### src/rtl/priv_pmp_req_gate_if.sv
// Core-side request, PMP query, bus and response signals of priv_pmp_req_gate.
// slave: the gate's view; master: the surrounding core/bus/PMP view.
interface priv_pmp_req_gate_if;
    logic        req_valid;
    logic        req_ready;
    logic [31:0] req_addr;
    logic [31:0] req_wdata;
    logic [3:0]  req_byte_en;
    logic        req_ren;
    logic        req_wen;
    logic [31:0] pmp_addr;
    logic        pmp_ren;
    logic        pmp_wen;
    logic        pmp_l_fault;
    logic        pmp_s_fault;
    logic [31:0] bus_addr;
    logic [31:0] bus_wdata;
    logic [3:0]  bus_byte_en;
    logic        bus_ren;
    logic        bus_wen;
    logic        bus_busy;
    logic [31:0] bus_rdata;
    logic        rsp_valid;
    logic        rsp_fault;
    logic [3:0]  rsp_cause;
    logic [31:0] rsp_rdata;
    logic [31:0] fault_tval;

    modport slave (
        input  req_valid, req_addr, req_wdata, req_byte_en, req_ren, req_wen,
        input  pmp_l_fault, pmp_s_fault, bus_busy, bus_rdata,
        output req_ready, pmp_addr, pmp_ren, pmp_wen,
        output bus_addr, bus_wdata, bus_byte_en, bus_ren, bus_wen,
        output rsp_valid, rsp_fault, rsp_cause, rsp_rdata, fault_tval
    );

    modport master (
        output req_valid, req_addr, req_wdata, req_byte_en, req_ren, req_wen,
        output pmp_l_fault, pmp_s_fault, bus_busy, bus_rdata,
        input  req_ready, pmp_addr, pmp_ren, pmp_wen,
        input  bus_addr, bus_wdata, bus_byte_en, bus_ren, bus_wen,
        input  rsp_valid, rsp_fault, rsp_cause, rsp_rdata, fault_tval
    );
endinterface

### src/rtl/priv_pmp_req_gate.sv
// PMP-checked data-access gate: one outstanding request, PMP check, bus, response.
// Define PMP_GATE_TVAL_EN to capture the faulting address on fault_tval.
module priv_pmp_req_gate #(
    parameter int unsigned TIMEOUT_CYCLES = 64
) (
    input logic               CLK,
    input logic               nRST,
    priv_pmp_req_gate_if.slave io
);

    typedef enum logic [2:0] {IDLE, CHECK, BUS, RESP, FAULT} state_t;

    state_t      state;
    state_t      state_nx;
    logic [31:0] h_addr;
    logic [31:0] h_wdata;
    logic [3:0]  h_be;
    logic        h_ren;
    logic        h_wen;
    logic [31:0] to_cnt;
    logic [31:0] rdata_q;
    logic [3:0]  cause_q;
    logic        hs;
    logic        timeout;

    assign hs      = io.req_valid && (state == IDLE);
    assign timeout = (TIMEOUT_CYCLES != 0) && io.bus_busy &&
                     (to_cnt == TIMEOUT_CYCLES - 1);

    assign io.pmp_addr    = h_addr;
    assign io.bus_addr    = h_addr;
    assign io.bus_wdata   = h_wdata;
    assign io.bus_byte_en = h_be;
    assign io.rsp_rdata   = rdata_q;
    assign io.rsp_cause   = cause_q;

    always_ff @(posedge CLK) begin
        if (!nRST) state <= IDLE;
        else       state <= state_nx;
    end

    always_comb begin
        state_nx     = state;
        io.req_ready = 1'b0;
        io.pmp_ren   = 1'b0;
        io.pmp_wen   = 1'b0;
        io.bus_ren   = 1'b0;
        io.bus_wen   = 1'b0;
        io.rsp_valid = 1'b0;
        io.rsp_fault = 1'b0;
        unique case (state)
            IDLE: begin
                io.req_ready = 1'b1;
                if (io.req_valid)
                    state_nx = (io.req_ren || io.req_wen) ? CHECK : RESP;
            end
            CHECK: begin
                io.pmp_ren = h_ren;
                io.pmp_wen = h_wen;
                state_nx   = (io.pmp_l_fault || io.pmp_s_fault) ? FAULT : BUS;
            end
            BUS: begin
                io.bus_ren = h_ren;
                io.bus_wen = h_wen;
                if (!io.bus_busy) state_nx = RESP;
                else if (timeout) state_nx = FAULT;
            end
            RESP: begin
                io.rsp_valid = 1'b1;
                state_nx     = IDLE;
            end
            FAULT: begin
                io.rsp_valid = 1'b1;
                io.rsp_fault = 1'b1;
                state_nx     = IDLE;
            end
            default: state_nx = IDLE;
        endcase
    end

    // A combined read+write request is handled as a store.
    always_ff @(posedge CLK) begin
        if (!nRST) begin
            h_addr  <= '0;
            h_wdata <= '0;
            h_be    <= '0;
            h_ren   <= 1'b0;
            h_wen   <= 1'b0;
            to_cnt  <= '0;
            rdata_q <= '0;
            cause_q <= '0;
        end else begin
            if (hs) begin
                h_addr  <= io.req_addr;
                h_wdata <= io.req_wdata;
                h_be    <= io.req_byte_en;
                h_ren   <= io.req_ren && !io.req_wen;
                h_wen   <= io.req_wen;
                if (!io.req_ren && !io.req_wen) rdata_q <= '0;
            end
            if (state == BUS && io.bus_busy) to_cnt <= to_cnt + 32'd1;
            else                             to_cnt <= '0;
            if (state == BUS && !io.bus_busy)
                rdata_q <= h_ren ? io.bus_rdata : 32'd0;
            if (state_nx == FAULT && state != FAULT)
                cause_q <= h_wen ? 4'd7 : 4'd5;
        end
    end

`ifdef PMP_GATE_TVAL_EN
    logic [31:0] tval_q;

    always_ff @(posedge CLK) begin
        if (!nRST)
            tval_q <= '0;
        else if (state_nx == FAULT && state != FAULT)
            tval_q <= h_addr;
    end

    assign io.fault_tval = tval_q;
`else
    assign io.fault_tval = 32'd0;
`endif

endmodule

### src/flat_wrapper.sv
// flat-port wrapper written by rule: the top's interface ports become plain ports
module priv_pmp_req_gate_flat 
#(
    parameter int unsigned TIMEOUT_CYCLES = 64
)
  (CLK, nRST, io_req_valid, io_req_addr, io_req_wdata, io_req_byte_en, io_req_ren, io_req_wen, io_pmp_l_fault, io_pmp_s_fault, io_bus_busy, io_bus_rdata, io_req_ready, io_pmp_addr, io_pmp_ren, io_pmp_wen, io_bus_addr, io_bus_wdata, io_bus_byte_en, io_bus_ren, io_bus_wen, io_rsp_valid, io_rsp_fault, io_rsp_cause, io_rsp_rdata, io_fault_tval);
  priv_pmp_req_gate_if io_i ();
  input logic CLK;
  input logic nRST;
  input wire logic [$bits(io_i.req_valid)-1:0] io_req_valid;
  input wire logic [$bits(io_i.req_addr)-1:0] io_req_addr;
  input wire logic [$bits(io_i.req_wdata)-1:0] io_req_wdata;
  input wire logic [$bits(io_i.req_byte_en)-1:0] io_req_byte_en;
  input wire logic [$bits(io_i.req_ren)-1:0] io_req_ren;
  input wire logic [$bits(io_i.req_wen)-1:0] io_req_wen;
  input wire logic [$bits(io_i.pmp_l_fault)-1:0] io_pmp_l_fault;
  input wire logic [$bits(io_i.pmp_s_fault)-1:0] io_pmp_s_fault;
  input wire logic [$bits(io_i.bus_busy)-1:0] io_bus_busy;
  input wire logic [$bits(io_i.bus_rdata)-1:0] io_bus_rdata;
  output wire logic [$bits(io_i.req_ready)-1:0] io_req_ready;
  output wire logic [$bits(io_i.pmp_addr)-1:0] io_pmp_addr;
  output wire logic [$bits(io_i.pmp_ren)-1:0] io_pmp_ren;
  output wire logic [$bits(io_i.pmp_wen)-1:0] io_pmp_wen;
  output wire logic [$bits(io_i.bus_addr)-1:0] io_bus_addr;
  output wire logic [$bits(io_i.bus_wdata)-1:0] io_bus_wdata;
  output wire logic [$bits(io_i.bus_byte_en)-1:0] io_bus_byte_en;
  output wire logic [$bits(io_i.bus_ren)-1:0] io_bus_ren;
  output wire logic [$bits(io_i.bus_wen)-1:0] io_bus_wen;
  output wire logic [$bits(io_i.rsp_valid)-1:0] io_rsp_valid;
  output wire logic [$bits(io_i.rsp_fault)-1:0] io_rsp_fault;
  output wire logic [$bits(io_i.rsp_cause)-1:0] io_rsp_cause;
  output wire logic [$bits(io_i.rsp_rdata)-1:0] io_rsp_rdata;
  output wire logic [$bits(io_i.fault_tval)-1:0] io_fault_tval;
  assign io_i.req_valid = io_req_valid;
  assign io_i.req_addr = io_req_addr;
  assign io_i.req_wdata = io_req_wdata;
  assign io_i.req_byte_en = io_req_byte_en;
  assign io_i.req_ren = io_req_ren;
  assign io_i.req_wen = io_req_wen;
  assign io_i.pmp_l_fault = io_pmp_l_fault;
  assign io_i.pmp_s_fault = io_pmp_s_fault;
  assign io_i.bus_busy = io_bus_busy;
  assign io_i.bus_rdata = io_bus_rdata;
  assign io_req_ready = io_i.req_ready;
  assign io_pmp_addr = io_i.pmp_addr;
  assign io_pmp_ren = io_i.pmp_ren;
  assign io_pmp_wen = io_i.pmp_wen;
  assign io_bus_addr = io_i.bus_addr;
  assign io_bus_wdata = io_i.bus_wdata;
  assign io_bus_byte_en = io_i.bus_byte_en;
  assign io_bus_ren = io_i.bus_ren;
  assign io_bus_wen = io_i.bus_wen;
  assign io_rsp_valid = io_i.rsp_valid;
  assign io_rsp_fault = io_i.rsp_fault;
  assign io_rsp_cause = io_i.rsp_cause;
  assign io_rsp_rdata = io_i.rsp_rdata;
  assign io_fault_tval = io_i.fault_tval;
  priv_pmp_req_gate #(.TIMEOUT_CYCLES(TIMEOUT_CYCLES)) u_core (.CLK(CLK), .nRST(nRST), .io(io_i));
endmodule
### config.mk
export PLATFORM = sky130hd
export DESIGN_NAME = priv_pmp_req_gate_flat
export DESIGN_NICKNAME = d
export VERILOG_FILES = /design/src/rtl/priv_pmp_req_gate_if.sv /design/src/rtl/priv_pmp_req_gate.sv /design/src/flat_wrapper.sv
export SDC_FILE = /design/constraint.sdc
export NUM_CORES = 1
export LEC_CHECK = 0
export ABC_AREA = 0
export CAP_MARGIN = 10
export CORE_MARGIN = 1.5
export CORE_UTILIZATION = 37
export CTS_CLUSTER_SIZE = 24
export DETAILED_ROUTE_END_ITERATION = 10
export PLACE_DENSITY = 0.82
export SLEW_MARGIN = 30
export SYNTH_ARGS = -nofsm -noshare
export SYNTH_HDL_FRONTEND = slang
export SYNTH_SLANG_ARGS = --single-unit
### constraint.sdc
create_clock -name CLK -period 1.7 [get_ports CLK]
set_clock_uncertainty 0.15 [all_clocks]
set_input_delay 0.34 -clock CLK [delete_from_list [all_inputs] [get_ports CLK]]
set_output_delay 0.34 -clock CLK [all_outputs]
set_load 0.02 [all_outputs]
# After elaboration in Yosys (flattened, before gate mapping)
# Cells that the tools add are included.
[classes]
addsub = 1
eq_ne = 7
n_mux = 18
reduce_logical = 18
[op_table]
columns = ["operator", "count"]
rows = [
  ["32-bit 2-to-1 mux", 4],
  ["32-bit by 1-bit adder with 32-bit output (second input constant)", 1],
  ["32-bit by 6-bit equality test with 1-bit output (second input constant)", 1],
  ["3-bit 2-to-1 mux", 4],
  ["3-bit case mux with 3 select lines", 1],
  ["1-bit logical AND", 7],
  ["1-bit 2-to-1 mux", 7],
  ["3-bit by 2-bit equality test with 1-bit output (second input constant)", 2],
  ["3-bit equality test (second input constant)", 2],
  ["2-bit 2-to-1 mux", 2],
  ["2-bit AND reduction", 2],
  ["2-bit nonzero test", 2],
  ["3-bit by 1-bit equality test with 1-bit output (second input constant)", 1],
  ["1-bit logical NOT", 3],
  ["3-bit logical NOT", 1],
  ["3-bit inequality test (second input constant)", 1],
  ["1-bit logical OR", 2],
  ["2-bit OR reduction", 1],
]
[word_totals]
ff_bits = 141
in_bits = 108
out_inout_bits = 175
wordCells = 53

# Longest topological paths before layout
[depth]
depth_word = 7
ltp_mapped = 7

# Worst setup path after synthesis
# OpenSTA, ideal clock, no wires.
[synth_path]
path_kind = "register to register"
from = "register u_core.state[1]"
to = "register u_core.rdata_q[10], in the netlist u_core.io.rsp_rdata[10]"
arrival_time_ns = 2.009
required_ns = 1.432
setup_slack_ns = -0.578
stages_incl_launch_ff = 7
path_buffers = 1
synth_period_minus_slack_ns = 2.278
path_cell_list = "dfxtp_1 nor3_1 nand2_1 o31a_1 clkbuf_1 a22oi_1 nor2b_1"
[synth_via]
elab_chain_cells = 4
[synth_lines]
columns = ["item", "line_no", "rtl"]
rows = [
  ["from (decl)", "priv_pmp_req_gate.sv:13", "state_t state;"],
  ["from (signal assigned)", "priv_pmp_req_gate.sv:39", "else state <= state_nx;"],
  ["3-bit by 2-bit equality test with 1-bit output / 3-bit logical NOT (equally long branches)", "priv_pmp_req_gate.sv:103, priv_pmp_req_gate.sv:26", ""],
  ["1-bit logical AND (on tied branches)", "priv_pmp_req_gate.sv:103, priv_pmp_req_gate.sv:26", ""],
  ["2-bit nonzero test (no source line)", "--", ""],
  ["2-bit AND reduction (no source line)", "--", ""],
  ["to (signal assigned)", "priv_pmp_req_gate.sv:104", "rdata_q <= h_ren ? io.bus_rdata : 32'd0;"],
  ["to (decl)", "priv_pmp_req_gate.sv:21", "logic [31:0] rdata_q;"],
]
# Parallel ways exist; a longest one is shown, timed or not.
# A chain may end at the register's enable or synchronous reset.

# Final worst setup path
[layout_path]
from = "register u_core.state[0]"
to = "output port io_pmp_ren"
[layout_via]
elab_chain_cells = 2
[layout_lines]
columns = ["item", "line_no", "rtl"]
rows = [
  ["3-bit by 1-bit equality test with 1-bit output", "priv_pmp_req_gate.sv:51", "unique case (state)"],
  ["1-bit 2-to-1 mux", "priv_pmp_req_gate.sv:51", ""],
  ["to (decl)", "flat_wrapper.sv:22", "output wire logic [$bits(io_i.pmp_ren)-1:0] io_pmp_ren;"],
]
# No other way between the ends.

==> results.py <==
metrics = {
    "status": {
        "status": "complete, but fails checks",
        "violations": "setup timing",
    },
    "placed_design": {
        "dp_slack_ps": -312,
        "place_congestion": 0.830,
        "io_buffers": 249,
        "post-dp-hpwl_um": 12300,
        "dpl_cell_area_um2": 8810,
    },
    "worst_setup_path": {
        "end_kind": "output port",
        "cpMaxStageDelayCell": "or3b_4",
        "slowest_delay_ps": 450,
        "cp-start-kind": "flop",
        "cp.required_ps": 1210,
        "crit_type": "flop to output port",
        "crit_fanout": 4,
        "crit_chain": "or3b_4, nor2_4, buf_6",
        "worstPathArrival_ps": 1490,
    },
    "synthesis": {
        "synthArstFlopShare_pct": 0,
        "netlist_instances": 681,
        "ys_ff_latch": 139,
        "ys_top_cells_by_area": "dfxtp_1 47%, nand2_1 9.7%, a21boi_0 8.9%",
        "yosys_most_used_dff": "dfxtp_1",
        "yosys_warnings": 0,
        "yosysTopAreaCellShare_pct": 46.9,
        "synth-seq-area-share_pct": 46.9,
        "yosysTopAreaCell": "dfxtp_1",
        "synth_edf_count": 0,
        "ys_types": 41,
        "synth_area_um2": 5930,
        "syn_avg_cell_area_um2": 8.71,
    },
    "cts": {
        "insertion_delay_ps": 420,
        "cts_tree": "done",
        "h-tree-depth": 4,
        "cts_buffers": 17,
        "ctsHoldBuffers": 0,
        "cts.clk_slew.worst_paths_ps": 60,
        "clockBufferDepth": 2,
        "cts.sinks": 139,
        "root_buffer": "clkbuf_16",
    },
    "detailed_routing": {
        "via_per_inst": 5.02,
        "first_pass_iters": 6,
        "drt_iter0_drc": 393,
        "drt-wirelength-per-cell_um": 18.5,
        "wl_um": 22000,
        "ant_nets": 0,
        "drc": 0,
        "num_vias": 5967,
    },
    "final_layout": {
        "layout-drive-gt1-share_pct": 27.3,
        "fin_area_um2": 10400,
        "antenna_cells": 0,
        "synthToLayoutAreaGrowth_pct": 75.6,
        "finalNetCount": 1069,
        "fillers": 1139,
    },
    "floorplan": {
        "fp.dieW_um": 130,
        "std_cell_rows": 46,
        "design.core.area_um2": 15800,
        "initial_utilization_pct": 37.6,
        "die-area_um2": 16800,
        "pin_count": 283,
        "die_h_um": 130,
    },
    "power": {
        "power_leakage_nw": 4.63,
        "power_density_nw_per_um2": 915,
        "totalPowerFinal_mw": 9.53,
        "vdd_drop_max_v": 0.000717,
    },
    "grt": {
        "grt-ovfl-total": 0,
        "met2_usage_pct": 38.9,
        "grt_pass1_wl_um": 29400,
        "grt_use_met1_pct": 26.9,
        "use_met3_pct": 7.35,
        "grt_pass1_vias": 5567,
        "grt_busiest_layer": "met2",
        "grt_usage_pct": 22.8,
        "grt_antenna_before_repair": 0,
        "grt_max_degree": 65,
    },
    "sta": {
        "setup_viol_count_final": 129,
        "finalWorstSetupSlack_ps": -284,
        "drv_slew": 0,
        "period_share_pct": 117,
        "rsz0062_at_grt": "yes",
        "fin_crit_ps": 1980,
        "hold_violations": 0,
        "max_freq_ghz": 0.504,
        "finalHoldWorstSlack_ps": 290,
    },
    "min_path": {
        "hold_path.class": "flop to flop",
    },
    "run": {
        "cap_violations": 0,
    },
}
[state kept, by name, indices dropped and copies added, names as in the netlist]
register,cells
u_core.io.bus_addr,32
u_core.io.bus_wdata,32
u_core.io.rsp_rdata,32
u_core.to_cnt,32
u_core.io.bus_byte_en,4
u_core.state,3
u_core.io.rsp_cause,2
u_core.h_ren,1
u_core.h_wen,1
[Yosys cell counts, types with 4 or more instances]
cell type / n
o21ai_0: 5
a21boi_0: 70
and2_1: 6
xnor2_1: 6
dfxtp_1: 139
nand2_1: 154
nand4_1: 9
xor2_1: 21
nor2_1: 34
and3_1: 8
nand3_1: 15
buf_4: 66
nor2b_1: 33
a22oi_1: 32
and4_1: 4
clkbuf_1: 35
nor4_1: 6
[metrics by stage]
stage / TNS (ps) / util, % / cells
detailed placement: -15070 / 55.9 / 1122
global route: -25970 / 66.1 / 1189
finish: -17280 / 66.1 / 1189
CTS: -7470 / 61.5 / 1174
floorplan: -3520 / - / 713
global placement: -11940 / 55.9 / 1122
[layout by cell type, fill, tap and decap left out, types with 3 or more instances in the layout]
cell type        netlist  final
nand2_2                1      9
clkdlybuf4s50_1        0    106
buf_12                 0     10
nor2b_1               33     32
clkinv_2               0      4
conb_1                 1     33
and2_1                 6      3
a22oi_2                0     32
dfxtp_2                0      8
dfxtp_4                0      7
a21boi_2               0     23
buf_4                 66     41
xnor2_1                6      6
dfxtp_1              139    124
and4_1                 4      3
o21ai_1                0      3
nand2_4                0     29
or2_2                  3      3
nor2_1                34     32
nor4_2                 0      3
a21boi_1               0     47
buf_8                  0      5
a21oi_1                3      3
nand3_1               15     13
nand4_1                9      9
xor2_1                21     21
clkdlybuf4s15_1        0      4
buf_6                  0     21
clkinvlp_4             0      3
nand3b_1               3      3
nand2_1              154    117
nand2b_4               0      3
dlygate4sd2_1          0    131
clkbuf_16              0     23
buf_16                 0      7
and3_1                 8      5
and3_4                 0      3
[final cells by class]
| cell class | instances | area [um^2] | share of cell area [%] |
|---|---|---|---|
| flip-flops and latches | 139 | 2820 | 27.1 |
| well taps | 216 | 270 | 2.59 |
| inverters | 1 | 3.75 | 0.0360 |
| clock inverters | 11 | 118 | 1.13 |
| multi-input cells | 469 | 3330 | 32.0 |
| repair buffers | 332 | 3420 | 32.8 |
| clock buffers | 21 | 460 | 4.42 |
[worst max-delay path: cells and delay by family (launching register included)]
family | cells | cell delay [ps]
simple gates | 2 | 560
buf+inv | 1 | 120
flops | 1 | 400
[final timing paths]
kind	startpoint	to	slack, ps	depth (start not counted)
max	u_core.state[0]	io_pmp_ren	-280	3
min	u_core.to_cnt[0]	u_core.to_cnt[0]	290	1
min reg2reg	u_core.to_cnt[0]	u_core.to_cnt[0]	290	1
max reg2reg	u_core.state[0]	u_core.io.rsp_rdata[5]	-230	7
[metal layers]
layer	up-vias	part of all wire (%)
met5	-	0
li1	2733	-
met2	274	52
met1	2876	38
met3	84	6.6
met4	0	3.6
[power by group]
group / internal [mW] / total [mW] / switching (mW) / leakage, nW
sequential: 3.42 / 3.54 / 0.123 / 1.14
clock: 2.23 / 3.69 / 1.46 / 0.280
combinational: 1.09 / 2.30 / 1.21 / 3.21
[cell families after synthesis]
logic type	Yosys count	synth area share (%)
DFF	139	46.9
adders and majority gates	1	0.211
AOI/OAI and AO/OA	116	14.4
xor gates and xnor gates	27	3.99
muxes	1	0.190
other	1	0.0632
and+or+nand+nor	291	23.4
buffers and inverters	105	10.9
[what timing repair did]
item | CTS | global route
resized for setup | 231 | 194
endpoints found under the hold margin | 0 | 0
setup endpoints to repair | 187 | 149
setup buffers | 13 | 12
gates cloned | 8 | 7
pin swaps | 16 | 96
No activity file was read; power rests on OpenSTA's default activity.
